===== config.mk =====
export PLATFORM = sky130hd
export DESIGN_NAME = inst_fetch_ctrl_flat
export DESIGN_NICKNAME = d
export VERILOG_FILES = /design/src/rtl/fetch_pkg.sv /design/src/rtl/inst_fetch_ctrl_if.sv /design/src/rtl/fetch_queue.sv /design/src/rtl/inst_fetch_ctrl.sv /design/src/flat_wrapper.sv
export SDC_FILE = /design/constraint.sdc
export NUM_CORES = 1
export LEC_CHECK = 0
export CELL_PAD_IN_SITES_DETAIL_PLACEMENT = 0
export CELL_PAD_IN_SITES_GLOBAL_PLACEMENT = 1
export CORE_ASPECT_RATIO = 1.75
export CORE_MARGIN = 2
export CORE_UTILIZATION = 41
export CTS_BUF_LIST = sky130_fd_sc_hd__clkbuf_4
export CTS_CLUSTER_DIAMETER = 150
export DETAILED_ROUTE_END_ITERATION = 16
export PLACE_DENSITY_LB_ADDON = 0.1
export SLEW_MARGIN = 20
export SYNTH_ARGS = -nofsm -noshare
export SYNTH_HDL_FRONTEND = slang
export SYNTH_SLANG_ARGS = --single-unit

===== constraint.sdc =====
create_clock -name clk -period 8.7 [get_ports clk]
set_input_delay 0.87 -clock clk [delete_from_list [all_inputs] [get_ports clk]]
set_output_delay 0.87 -clock clk [all_outputs]
set_load 0.05 [all_outputs]

===== src/rtl/fetch_pkg.sv =====
// rtl/fetch_pkg.sv - shared widths, FSM states and queue entry type for instruction fetch
package fetch_pkg;

  localparam int INST_W = 32;
  localparam int ADDR_W = 32;
  localparam logic [ADDR_W-1:0] PC_STEP = 32'd4;

  typedef enum logic [1:0] {
    IDLE   = 2'd0,
    RUN    = 2'd1,
    HALTED = 2'd2
  } fetch_state_e;

  typedef struct packed {
    logic [ADDR_W-1:0] pc;
    logic [INST_W-1:0] inst;
  } fetch_entry_t;

endpackage


===== src/rtl/inst_fetch_ctrl_if.sv =====
// rtl/inst_fetch_ctrl_if.sv - fetch-to-decode valid/ready handshake bundle
interface inst_fetch_ctrl_if;
  import fetch_pkg::*;

  logic              out_valid;
  logic              out_ready;
  logic [ADDR_W-1:0] out_pc;
  logic [INST_W-1:0] out_inst;

  modport master (output out_valid, output out_pc, output out_inst, input out_ready);
  modport slave  (input out_valid, input out_pc, input out_inst, output out_ready);

endinterface


===== src/rtl/fetch_queue.sv =====
// rtl/fetch_queue.sv - small synchronous FIFO of fetched {pc, inst} entries
module fetch_queue
  import fetch_pkg::*;
#(
  parameter int DEPTH = 2,
  localparam int PW = $clog2(DEPTH),
  localparam int CW = PW + 1
) (
  input  logic         clk,
  input  logic         rst,
  input  logic         push,
  input  logic         pop,
  input  logic         flush,
  input  fetch_entry_t wr_entry,
  output logic [CW-1:0] count,
  output logic         full,
  output logic         empty,
  output fetch_entry_t head
);

  fetch_entry_t  mem_q [DEPTH];
  logic [PW-1:0] rd_ptr_q, rd_ptr_d;
  logic [PW-1:0] wr_ptr_q, wr_ptr_d;
  logic [CW-1:0] count_q, count_d;
  logic          do_pop, do_push;

  assign count = count_q;
  assign empty = (count_q == '0);
  assign full  = (count_q == CW'(DEPTH));
  assign head  = mem_q[rd_ptr_q];

  // Pointer and occupancy update; a pop frees the slot a same-cycle push needs
  always_comb begin
    do_pop   = pop && !empty;
    do_push  = push && (!full || do_pop);
    rd_ptr_d = rd_ptr_q;
    wr_ptr_d = wr_ptr_q;
    count_d  = count_q;
    if (flush) begin
      rd_ptr_d = '0;
      wr_ptr_d = '0;
      count_d  = '0;
    end else begin
      if (do_pop)  rd_ptr_d = rd_ptr_q + PW'(1);
      if (do_push) wr_ptr_d = wr_ptr_q + PW'(1);
      count_d = count_q + CW'(do_push) - CW'(do_pop);
    end
  end

  // Control registers
  always_ff @(posedge clk) begin
    if (rst) begin
      rd_ptr_q <= '0;
      wr_ptr_q <= '0;
      count_q  <= '0;
    end else begin
      rd_ptr_q <= rd_ptr_d;
      wr_ptr_q <= wr_ptr_d;
      count_q  <= count_d;
    end
  end

  // Entry storage; cleared on reset so the head reads zero out of reset
  always_ff @(posedge clk) begin
    if (rst) begin
      for (int i = 0; i < DEPTH; i++) mem_q[i] <= '0;
    end else if (do_push && !flush) begin
      mem_q[wr_ptr_q] <= wr_entry;
    end
  end

endmodule


===== src/rtl/inst_fetch_ctrl.sv =====
// rtl/inst_fetch_ctrl.sv - fetch PC sequencer feeding decode from a combinational ROM
module inst_fetch_ctrl
  import fetch_pkg::*;
#(
  parameter logic [ADDR_W-1:0] RESET_PC    = 32'h0000_0000,
  parameter int                QUEUE_DEPTH = 2
) (
  input  logic                clk,
  input  logic                rst,
  output logic [ADDR_W-1:0]   rom_addr,
  input  logic [INST_W-1:0]   rom_inst,
  inst_fetch_ctrl_if.master   out_if,
  input  logic                redirect_valid,
  input  logic [ADDR_W-1:0]   redirect_pc,
  input  logic                halt,
  output logic                halted
);

  localparam int CW = $clog2(QUEUE_DEPTH) + 1;

  fetch_state_e      state_q, state_d;
  logic [ADDR_W-1:0] pc_q, pc_d;
  logic [ADDR_W-1:0] redirect_aligned;
  logic              pop, fetch;
  logic [CW-1:0]     q_count;
  logic              q_full, q_empty;
  fetch_entry_t      q_head, q_wr;

  assign redirect_aligned = redirect_pc & ~32'h3;
  assign rom_addr         = pc_q;
  assign halted           = (state_q == HALTED);
  assign pop              = !q_empty && out_if.out_ready;
  assign fetch            = (state_q == RUN) && !redirect_valid && (!q_full || pop);
  assign q_wr             = '{pc: pc_q, inst: rom_inst};

  assign out_if.out_valid = !q_empty;
  assign out_if.out_pc    = q_head.pc;
  assign out_if.out_inst  = q_head.inst;

  fetch_queue #(.DEPTH(QUEUE_DEPTH)) u_queue (
    .clk      (clk),
    .rst      (rst),
    .push     (fetch),
    .pop      (pop),
    .flush    (redirect_valid),
    .wr_entry (q_wr),
    .count    (q_count),
    .full     (q_full),
    .empty    (q_empty),
    .head     (q_head)
  );

  // Next state and next PC; a redirect replaces the PC in every state
  always_comb begin
    state_d = state_q;
    pc_d    = pc_q;
    case (state_q)
      IDLE:    state_d = halt ? HALTED : RUN;
      RUN:     state_d = halt ? HALTED : RUN;
      HALTED:  state_d = halt ? HALTED : RUN;
      default: state_d = IDLE;
    endcase
    if (redirect_valid) pc_d = redirect_aligned;
    else if (fetch)     pc_d = pc_q + PC_STEP;
  end

  // State and PC registers
  always_ff @(posedge clk) begin
    if (rst) begin
      state_q <= IDLE;
      pc_q    <= RESET_PC;
    end else begin
      state_q <= state_d;
      pc_q    <= pc_d;
    end
  end

  // Queue flags must agree with its occupancy
  always_ff @(posedge clk) begin
    if (!rst) assert (q_full == (q_count == CW'(QUEUE_DEPTH)));
  end

endmodule

===== src/flat_wrapper.sv =====
// flat-port wrapper written by rule: the top's interface ports become plain ports
module inst_fetch_ctrl_flat import fetch_pkg::*;
#(
  parameter logic [ADDR_W-1:0] RESET_PC    = 32'h0000_0000,
  parameter int                QUEUE_DEPTH = 2
)
  (clk, rst, rom_addr, rom_inst, redirect_valid, redirect_pc, halt, halted, out_if_out_valid, out_if_out_pc, out_if_out_inst, out_if_out_ready);
  inst_fetch_ctrl_if out_if_i ();
  input  logic clk;
  input  logic rst;
  output logic [ADDR_W-1:0] rom_addr;
  input  logic [INST_W-1:0] rom_inst;
  input  logic redirect_valid;
  input  logic [ADDR_W-1:0] redirect_pc;
  input  logic halt;
  output logic halted;
  output wire logic [$bits(out_if_i.out_valid)-1:0] out_if_out_valid;
  output wire logic [$bits(out_if_i.out_pc)-1:0] out_if_out_pc;
  output wire logic [$bits(out_if_i.out_inst)-1:0] out_if_out_inst;
  input wire logic [$bits(out_if_i.out_ready)-1:0] out_if_out_ready;
  assign out_if_out_valid = out_if_i.out_valid;
  assign out_if_out_pc = out_if_i.out_pc;
  assign out_if_out_inst = out_if_i.out_inst;
  assign out_if_i.out_ready = out_if_out_ready;
  inst_fetch_ctrl #(.RESET_PC(RESET_PC), .QUEUE_DEPTH(QUEUE_DEPTH)) u_core (.clk(clk), .rst(rst), .rom_addr(rom_addr), .rom_inst(rom_inst), .out_if(out_if_i), .redirect_valid(redirect_valid), .redirect_pc(redirect_pc), .halt(halt), .halted(halted));
endmodule

Yosys cells after proc, flatten, opt, wreduce, memory -nomap -nowiden
Memories as Yosys holds them, arrays and structs flattened. A register that Yosys moved wholly into a read port is not among the register bits.
Index checks and enable logic that the tools add are counted.

word-level totals
  output and inout port bits = 98
  memories = 1
  word-level logic and storage cells = 47
  bits of input ports = 69
  register bits after elaboration = 38
  RAM bits = 128

memories
  memory                depth  width  rd ports  clocked after Yosys merged registers in  wr ports  line               text
  u_core.u_queue.mem_q  2      64     1         1                                        2         fetch_queue.sv:21  fetch_entry_t mem_q [DEPTH];

operators by class
  bitwise gates (word level) = 1
  muxes and demuxes = 13
  equal/unequal tests = 3
  $add $sub $neg = 5
  reductions and logical operators = 18

operator list
  kind                                                              number
  32-bit two-way mux                                                2
  64-bit two-way mux                                                1
  64-bit OR reduction                                               1
  32-bit by 3-bit adder with 32-bit output (second input constant)  1
  1-bit two-way mux                                                 9
  1-bit logical AND                                                 6
  2-bit == test (second input constant)                             2
  2-bit zero test                                                   2
  2-bit OR reduction                                                2
  1-bit zero test                                                   3
  3-bit OR reduction                                                1
  1-bit adder (second input constant)                               2
  2-bit by 1-bit adder with 2-bit output                            1
  2-bit by 1-bit == test with 1-bit output (second input constant)  1
  1-bit logical OR                                                  2
  2-bit two-way mux                                                 1
  2-bit nonzero test                                                1
  2-bit by 1-bit subtractor with 2-bit output                       1
  1-bit inverter                                                    1

Depth between registers and ports, before layout
Gate-level depths: netlist of run 1.

  depth after elaboration = 12
  gate-level depth with buffers = 11
  mapped depth without buffers = 9

Cells and area by module
From an unflattened synthesis of run 1, not the netlist that was laid out.

unflattened totals
  cell total of the unflattened synthesis = 624
  area total of the unflattened synthesis = 7,780.0 sq um

by module, submodules not included
  module           instances  area each (sq um)  cells each  seq. area each (sq um)
  fetch_queue      1          5,863.1            372         3,943.8
  inst_fetch_ctrl  1          1,916.8            252         640.6

Worst setup path before layout of run 1
OpenSTA, ideal clock, no wires.

  path kind = in2reg
  from = input port out_if_out_ready
  to = memory u_core.u_queue.mem_q[0][0] (netlist bit) (enable)
  setup time = 0.568 ns
  stages on the path = 6
  slack = 1.964 ns
  data arrival time = 6.168 ns
  buffers on the path = 2
  data required time = 8.132 ns
  cells stage by stage = or3b_2 > clkbuf_1 > and2_1 > clkbuf_1 > nand2_1 > o21ai_0

RTL lines
  element      line                text
  from (decl)  flat_wrapper.sv:20  input wire logic [$bits(out_if_i.out_ready)-1:0] out_if_out_ready;
  to (decl)    fetch_queue.sv:21

==> reports/metrics.csv, run 1 <==
stage;metric;value;unit
cells_and_area;mostFrequentLayoutCells;clkdlybuf4s50_1 (160), and2_1 (124), edfxtp_1 (124);
yosys;synth_warnings;0;
worst_setup_path;critPathMaxFanout;62;
pwr;powerDensity;171;nW/um^2
yosys;yosysTopAreaCellShare;0.508;
floorplanning;start_util;0.418;
grt;grt.total_usage;0.185;
placed_design;placed_area;9240;sq um
routing;dr.pass1.iters;4;
grt;grt_pass1_vias;5048;
grt;grt_use_met2;0.329;
placed_design;place.gp.congestion;0.832;
yosys;synth_seq_cells;161;
yosys;synth_seq_area_share;0.609;
grt;grt_overflow_total;0;
clocking;cts.clk_slew.worst_paths;110;ps
worst_setup_path;end_kind;output pin;
worst_setup_path;reg2reg_to;u_core.u_queue.mem_q[1][30];
yosys;synthTopCellsByArea;edfxtp_1 (51%), and2_1 (11%), dfxtp_1 (10%);
yosys;yosysTopAreaCell;edfxtp_1;
grt;grt_max_degree;63;
placed_design;hpwl;11600;um
yosys;synth_edf_count;124;
grt;antenna_found_initial;1;
placed_design;port_buffers;160;
clocking;cts.sinks;161;
floorplanning;rows;64;
floorplanning;fp.dieH;181;um
clocking;post_cts_resize_count;0;
grt;grt_use_met3;0.0455;
yosys;synth_area;7330;sq um
grt;grt_pass1_wl;26900;um
yosys;synthArstFlopShare;0;
floorplanning;die_w;105;um
clocking;cts_hold_buf;0;
timing;setup_viol;0;
worst_hold_path;min_path_type;reg -> reg;
routing;drc;0;
timing;period_share;0.408;
floorplanning;core;17500;sq um
cells_and_area;nets;807;
timing;worst_pin_slew;858;ps
outcome;status;finished clean;
yosys;synth_ff_type;edfxtp_1;
cells_and_area;layout_commonest_cell;clkdlybuf4s50_1;
timing;hold_violations;0;
clocking;clockBufferDepth;2;
routing;drt_iter0_markers;156;
timing;hold_ws;543;ps
clocking;insertion_delay;540;ps
timing;slew_viol_final;0;
timing;final.setup.tns;0;ps
cells_and_area;layout-drive-gt1-share;0.150;
pwr;ir_worst_vdd;78.2;uV
clocking;cts_setup_buffers;0;
clocking;numCtsBuffers;17;
timing;max_freq;282;MHz
floorplanning;dieArea;19000;sq um
job;maxCapViolCount;0;
worst_setup_path;critPathRequiredTime;7830;ps
clocking;cts_tree;done;
routing;ant_nets;0;
yosys;syn-instance-count;583;
pwr;p_leak;3.42;nW
timing;rsz0062_at_grt;no;
grt;busiest_layer;met2;
routing;drt-total-wl;17100;um
timing;period_needed;3550;ps
worst_setup_path;r2r_start;u_core.state_q[0];
routing;vias_per_cell;5.06;
worst_setup_path;critPathCapture;out_if_out_inst[29];
routing;vias;4963;
clocking;htreeDepth;4;
yosys;avgSynthCellArea;12.6;sq um
cells_and_area;syn2layout_area_growth;30.4;%
timing;clock_skew;21.8;ps
cells_and_area;instances_no_fill;980;
worst_setup_path;r2r_cells;7;
yosys;synth.distinct_cells;42;
placed_design;place_inst;947;
clocking;ctsRootBufferMaster;clkbuf_4;
timing;slew_headroom;0.426;
cells_and_area;final_area;9560;sq um
worst_setup_path;worstSetupStartpointType;flip-flop;
routing;wire_per_inst;17.4;um
worst_setup_path;reg2reg_slack;5800;ps
cells_and_area;n_fill_cell;1544;
worst_setup_path;setup.worst_path.class;reg -> out;
worst_setup_path;arrival;2680;ps
floorplanning;ios;167;
timing;worst_slack;5150;ps
placed_design;post-place-ws;4890;ps
grt;grt_use_met1;0.209;
[worst min-delay path by stage]
stage / depth (start not counted) / to / slack (ps) / startpoint
2_1_floorplan: 2 / flip-flop / 480 / u_core.u_queue.rd_ptr_q
3_5_place_dp: 2 / u_core.u_queue.rd_ptr_q / 510 / u_core.u_queue.rd_ptr_q
6_report: 2 / flip-flop / 540 / u_core.u_queue.rd_ptr_q
3_3_place_gp: 2 / u_core.u_queue.rd_ptr_q / 500 / u_core.u_queue.rd_ptr_q
5_1_grt: 2 / u_core.u_queue.rd_ptr_q / 560 / u_core.u_queue.rd_ptr_q
4_1_cts: 2 / u_core.u_queue.rd_ptr_q / 540 / u_core.u_queue.rd_ptr_q
[synth_stat cells (3+ instances only)]
cell	instances
o22ai_1	6
nand2_1	25
and2_1	124
buf_4	4
nor2b_1	3
xnor2_1	24
ha_1	3
edfxtp_1	124
nor3b_1	6
clkbuf_1	31
nor3_1	9
inv_1	7
xor2_1	6
a21oi_1	15
mux2_2	62
nor2_1	22
and4b_1	3
dfxtp_1	37
nor4_1	9
and4_1	5
nand3_1	12
a211oi_1	11
buf_1	4
o21ai_0	5
nand4_1	7
[per-stage QoR]
step	total power [mW]	util
after floorplan	1.06	-
after global placement	1.15	0.522
after detailed placement	1.16	0.527
after CTS	1.65	0.545
after global routing	1.70	0.545
final	1.63	0.545
[flip-flops by register name, indices dropped and copies added (netlist names), named ones only]
signal,count
u_core.u_queue.rd_ptr_q,1
u_core.u_queue.mem_q,124
u_core.u_queue.wr_ptr_q,1
u_core.u_queue.count,2
u_core.rom_addr,30
u_core.state_q,2
[power breakdown]
part	switching (mW)	internal [mW]	leakage, nW
combinational	0.154	0.0977	1.64
clock	0.243	0.249	0.176
sequential	0.0262	0.861	1.60
total	0.423	1.21	3.42
[per-layer routing]
metal	routed length [um]	share of wire
met2	8960	0.53
met1	6940	0.41
met4	481	0.028
met3	684	0.040
met5	0	0
[cell families (layout without fill, tap and decap cells)]
group	after synthesis	after routing	synth area share
other	1	5	0.000511
buffers and inverters	46	208	0.0256
AO/OA/AOI/OAI	45	45	0.0396
flip-flops	161	161	0.609
multiplexers	63	63	0.0966
AND/OR/NAND/NOR	234	234	0.188
XOR/XNOR	30	30	0.0358
adder cells (fa/ha/maj)	3	3	0.00512
[layout make-up]
cell class                      instances  area (sq um)  area share
Sequential cell                       161          4470       0.467
Multi-Input combinational cell        379          2730       0.286
Timing Repair Buffer                  169          1720       0.180
Tap cell                              231           289      0.0302
Clock buffer                           24           180      0.0188
Clock inverter                          8           141      0.0148
Inverter                                7          26.3     0.00275
Antenna cell                            1          2.50    0.000262
[worst max-delay path: stages (launching register included)]
cell             delay [ps]
dfxtp_2                 330
buf_4                   660
mux2_2                  430
clkdlybuf4s50_1         700
No activity file was read; power rests on OpenSTA's default activity.
==> inputs of run 2 (changes only) <==
--- a/config.mk
+++ b/config.mk
@@ -9,7 +9,7 @@
 export CELL_PAD_IN_SITES_GLOBAL_PLACEMENT = 1
 export CORE_ASPECT_RATIO = 1.75
 export CORE_MARGIN = 2
-export CORE_UTILIZATION = 41
+export CORE_UTILIZATION = 37
 export CTS_BUF_LIST = sky130_fd_sc_hd__clkbuf_4
 export CTS_CLUSTER_DIAMETER = 150
 export DETAILED_ROUTE_END_ITERATION = 16
==> constraint.sdc (replaced) <==
create_clock -name clk -period 2.88 [get_ports clk]
set_input_delay 0.288 -clock clk [delete_from_list [all_inputs] [get_ports clk]]
set_output_delay 0.288 -clock clk [all_outputs]
set_load 0.05 [all_outputs]
==> reports/metrics.csv, run 2 (synthesis gave the netlist of run 1 again) <==
stage;metric;value;unit
job;maxCapViolCount;0;
placed_design;placed_area;9370;sq um
worst_hold_path;min_path_type;in -> reg;
floorplanning;rows;68;
cells_and_area;largest_reg_flops;124;
timing;period_needed;2670;ps
cells_and_area;n_fill_cell;1814;
floorplanning;start_util;0.375;
clocking;cts.sinks;161;
timing;max_freq;374;MHz
timing;setup_viol;0;
grt;antenna_found_initial;1;
placed_design;hpwl;12800;um
worst_setup_path;worstSetupStartpointType;flip-flop;
clocking;insertion_delay;550;ps
worst_setup_path;arrival;2380;ps
grt;grt_pass1_vias;5284;
timing;clock_skew;16.3;ps
outcome;status;finished clean;
floorplanning;ios;167;
cells_and_area;multi_input_area;2730;sq um
pwr;p_leak;3.45;nW
routing;drt-total-wl;18600;um
clocking;ctsRootBufferMaster;clkbuf_4;
timing;hold_violations;0;
clocking;cts_hold_buf;0;
floorplanning;fp.dieH;190;um
routing;wire_per_inst;18.5;um
routing;drt_iter0_markers;171;
worst_setup_path;end_kind;output pin;
cells_and_area;instances_no_fill;1005;
clocking;clockBufferDepth;2;
timing;hold_ws;279;ps
cells_and_area;final_area;9670;sq um
worst_setup_path;setup.worst_path.class;reg -> out;
worst_setup_path;critPathRequiredTime;2590;ps
worst_setup_path;reg2reg_slack;450;ps
routing;vias;5062;
cells_and_area;layout-drive-gt1-share;0.161;
routing;dr.pass1.iters;5;
grt;grt_overflow_total;0;
worst_setup_path;r2r_start;u_core.state_q[0];
floorplanning;dieArea;21000;sq um
grt;grt_pass1_wl;29100;um
routing;ant_nets;0;
grt;grt_max_degree;63;
pwr;powerDensity;507;nW/um^2
clocking;cts.clk_slew.worst_paths;140;ps
cells_and_area;seq_area;4470;sq um
cells_and_area;syn2layout_area_growth;31.9;%
timing;rsz0062_at_grt;no;
timing;worst_pin_slew;820;ps
clocking;numCtsBuffers;17;
cells_and_area;mostFrequentLayoutCells;clkdlybuf4s50_1 (160), and2_1 (124), edfxtp_1 (124);
worst_setup_path;reg2reg_to;u_core.u_queue.mem_q[0][42];
routing;drc;0;
worst_setup_path;critPathMaxFanout;62;
timing;period_share;0.928;
floorplanning;core;19600;sq um
placed_design;place_inst;972;
cells_and_area;top_register;u_core.u_queue.mem_q;
clocking;cts_setup_buffers;0;
cells_and_area;nets;818;
clocking;cts_tree;done;
pwr;ir_worst_vdd;213;uV
routing;vias_per_cell;5.04;
timing;slew_headroom;0.452;
clocking;htreeDepth;4;
cells_and_area;layout_commonest_cell;clkdlybuf4s50_1;
placed_design;port_buffers;160;
placed_design;place.gp.congestion;0.825;
worst_setup_path;r2r_cells;5;
grt;grt.total_usage;0.180;
worst_setup_path;critPathCapture;out_if_out_pc[21];
clocking;post_cts_resize_count;0;
floorplanning;die_w;110;um
timing;slew_viol_final;0;
-- run 2: changes by cell type in the layout (fill, tap and decap cells not counted) --
cell        before  now
clkinvlp_4       1    5
clkbuf_4        24   19
inv_6            0    1
buf_8            2    0
clkinv_2         2    0
buf_4            5   13
buf_12           0    7
bufinv_16        4    3
clkinv_1         1    2
clkinv_4         0    2
buf_16           2    0
-- run 2: how the worst min path moves through the flow --
| stage | startpoint | to | slack, ps | cells after the start |
|---|---|---|---|---|
| global route | redirect_pc[9] | u_core.rom_addr[9] | 230 | 3 |
| global placement | u_core.u_queue.rd_ptr_q | u_core.u_queue.rd_ptr_q | 520 | 2 |
| CTS | redirect_pc[4] | u_core.rom_addr[4] | 220 | 3 |
| floorplan | halt | u_core.state_q[0] | 360 | 1 |
| finish | halt | u_core.state_q[0] | 280 | 2 |
| detailed placement | u_core.u_queue.rd_ptr_q | flip-flop | 510 | 2 |
-- run 2: routing by layer --
layer | GRT usage | wire [um]
met4 | 0.0793 | 559
met2 | 0.334 | 10000
met5 | 0 | 0
met1 | 0.199 | 7340
met3 | 0.0353 | 656
-- run 2: power by group --
| part | switching, mW | leakage [nW] | internal, mW | total, mW |
|---|---|---|---|---|
| logic | 0.486 | 1.71 | 0.312 | 0.798 |
| registers | 0.0707 | 1.60 | 2.60 | 2.67 |
| clock network | 0.818 | 0.146 | 0.619 | 1.44 |
-- run 2: cell type report --
class	instances	area share
repair buffers	180	0.190
multi-input cells	379	0.282
clock inverters	13	0.0167
inverters	7	0.00272
well taps	245	0.0317
diodes	1	0.000259
clock buffers	19	0.0147
flip-flops and latches	161	0.462
-- run 2: through the flow --
step                      TNS (ps)  total power, mW  utilization  setup slack [ps]
after global routing             0             5.08        0.494              92.4
final                            0             4.90        0.494               208
after detailed placement         0             3.53        0.479               178
after floorplan             -68060             3.18            -              -549
after CTS                        0             4.97        0.494               116
after global placement           0             3.52        0.477               132
-- run 2: critical path, stage by stage, from the launching register on --
cell and delay (ps):
dfxtp_2 370, buf_12 310, mux2_2 370, clkdlybuf4s50_1 760
==> inputs of run 3 (changes only) <==
--- a/config.mk
+++ b/config.mk
@@ -8,13 +8,12 @@
 export CELL_PAD_IN_SITES_DETAIL_PLACEMENT = 0
 export CELL_PAD_IN_SITES_GLOBAL_PLACEMENT = 1
 export CORE_ASPECT_RATIO = 1.75
-export CORE_MARGIN = 2
+export CORE_MARGIN = 4
 export CORE_UTILIZATION = 37
 export CTS_BUF_LIST = sky130_fd_sc_hd__clkbuf_4
 export CTS_CLUSTER_DIAMETER = 150
 export DETAILED_ROUTE_END_ITERATION = 16
-export PLACE_DENSITY_LB_ADDON = 0.1
-export SLEW_MARGIN = 20
+export PLACE_DENSITY = 0.76
 export SYNTH_ARGS = -nofsm -noshare
 export SYNTH_HDL_FRONTEND = slang
 export SYNTH_SLANG_ARGS = --single-unit
==> reports/metrics.csv, run 3 (synthesis gave the netlist of run 1 again) <==
stage;metric;value;unit
timing;final.setup.tns;0;ps
worst_setup_path;setup.worst_path.class;reg -> out;
clocking;insertion_delay;550;ps
routing;vias_per_cell;4.99;
timing;slew_headroom;0.239;
pwr;p_leak;3.42;nW
pwr;ir_worst_vdd;234;uV
routing;dr.pass1.iters;4;
cells_and_area;layout_commonest_cell;clkdlybuf4s50_1;
floorplanning;core;19400;sq um
cells_and_area;n_fill_cell;1787;
clocking;htreeDepth;4;
worst_hold_path;min_path_type;in -> reg;
job;maxCapViolCount;0;
placed_design;port_buffers;160;
clocking;cts_setup_buffers;0;
grt;antenna_found_initial;1;
placed_design;place.gp.congestion;0.818;
routing;wire_per_inst;18.2;um
floorplanning;rows;67;
cells_and_area;top_register;u_core.u_queue.mem_q;
worst_setup_path;crit_path_top_delay_cell;clkdlybuf4s50_1;
clocking;numCtsBuffers;17;
grt;grt_max_degree;63;
timing;period_needed;2640;ps
worst_setup_path;worst-path-buf-inv;2;
clocking;ctsRootBufferMaster;clkbuf_4;
cells_and_area;nets;814;
worst_setup_path;end_kind;output pin;
worst_setup_path;arrival;2360;ps
cells_and_area;largest_reg_flops;124;
worst_setup_path;max_stage_delay;750;ps
placed_design;hpwl;12600;um
timing;slew_viol_final;0;
grt;grt_pass1_wl;28600;um
timing;hold_violations;0;
timing;max_freq;378;MHz
cells_and_area;layout-drive-gt1-share;0.158;
clocking;cts.sinks;161;
routing;vias;4971;
pwr;powerDensity;512;nW/um^2
grt;grt_overflow_total;0;
worst_setup_path;crit_chain;buf_12 > mux2_2 > clkdlybuf4s50_1;
worst_setup_path;worstSetupStartpointType;flip-flop;
timing;rsz0062_at_grt;no;
routing;drt_iter0_markers;214;
timing;setup_viol;0;
grt;grt.total_usage;0.166;
floorplanning;ios;167;
grt;grt_pass1_vias;5337;
clocking;clockBufferDepth;2;
worst_setup_path;critPathRequiredTime;2590;ps
timing;period_share;0.918;
cells_and_area;mostFrequentLayoutCells;clkdlybuf4s50_1 (160), and2_1 (124), edfxtp_1 (124);
cells_and_area;syn2layout_area_growth;30.5;%
routing;drc;0;
outcome;status;finished clean;
clocking;cts.clk_slew.worst_paths;150;ps
floorplanning;fp.dieH;194;um
timing;clock_skew;32.9;ps
timing;worst_pin_slew;1140;ps
floorplanning;start_util;0.379;
clocking;cts_tree;done;
routing;drt-total-wl;18100;um
routing;ant_nets;0;
worst_setup_path;critPathMaxFanout;62;
cells_and_area;fin_util;0.494;
worst_setup_path;cp_top_family;buffers and inverters;
floorplanning;die_w;114;um
floorplanning;dieArea;22200;sq um
clocking;cts_hold_buf;0;
clocking;post_cts_resize_count;0;
-- run 3: metal layers --
| layer | wire length [um] | up-vias | GRT usage |
|---|---|---|---|
| met4 | 393 | 0 | 0.0581 |
| li1 | - | 2404 | - |
| met2 | 10300 | 137 | 0.310 |
| met1 | 6650 | 2412 | 0.180 |
| met5 | 0 | - | 0 |
| met3 | 731 | 18 | 0.0353 |
-- run 3: path summary, 6_finish.rpt --
path / start / end / slack (ps) / cells past startpoint
setup / recovery: flip-flop / out_if_out_pc[12] / 240 / 3
hold / removal: redirect_pc[11] / u_core.rom_addr[11] / 280 / 3
setup reg to reg: u_core.state_q[0] / u_core.u_queue.mem_q[1][29] / 450 / 5
hold reg to reg: u_core.u_queue.rd_ptr_q / u_core.u_queue.rd_ptr_q / 550 / 2
-- run 3: worst register-to-register path: stages (launching register included) --
cell and delay, ps:
dfxtp_1 400, nor2b_1 330, and2_1 240, nand2_1 160, nor2_4 890, and2_1 270
-- run 3: cell type report --
| class | instances | area, sq um | area share |
|---|---|---|---|
| Timing Repair Buffer | 176 | 1730 | 0.181 |
| Sequential cell | 161 | 4470 | 0.467 |
| Inverter | 7 | 26.3 | 0.00275 |
| Tap cell | 241 | 302 | 0.0315 |
| Clock inverter | 12 | 158 | 0.0165 |
| Multi-Input combinational cell | 379 | 2730 | 0.285 |
| Clock buffer | 20 | 150 | 0.0157 |
| Antenna cell | 1 | 2.50 | 0.000262 |
-- run 3: where the power goes --
part,total [mW],internal (mW),switching (mW)
registers,2.67,2.60,0.0697
clock network,1.44,0.636,0.807
logic,0.782,0.301,0.481
total,4.90,3.54,1.36
-- run 3: stage by stage --
| step | setup WS (ps) | instance area [sq um] | hold slack (ps) | total power, mW | instances |
|---|---|---|---|---|---|
| 2_1_floorplan | -549 | 7350 | 360 | 3.18 | 586 |
| 3_3_place_gp | 201 | 9260 | 498 | 3.50 | 964 |
| 3_5_place_dp | 141 | 9260 | 513 | 3.51 | 964 |
| 4_1_cts | 134 | 9570 | 215 | 4.95 | 996 |
| 5_1_grt | 95.0 | 9570 | 215 | 5.09 | 997 |
| 6_report | 236 | 9570 | 284 | 4.90 | 997 |
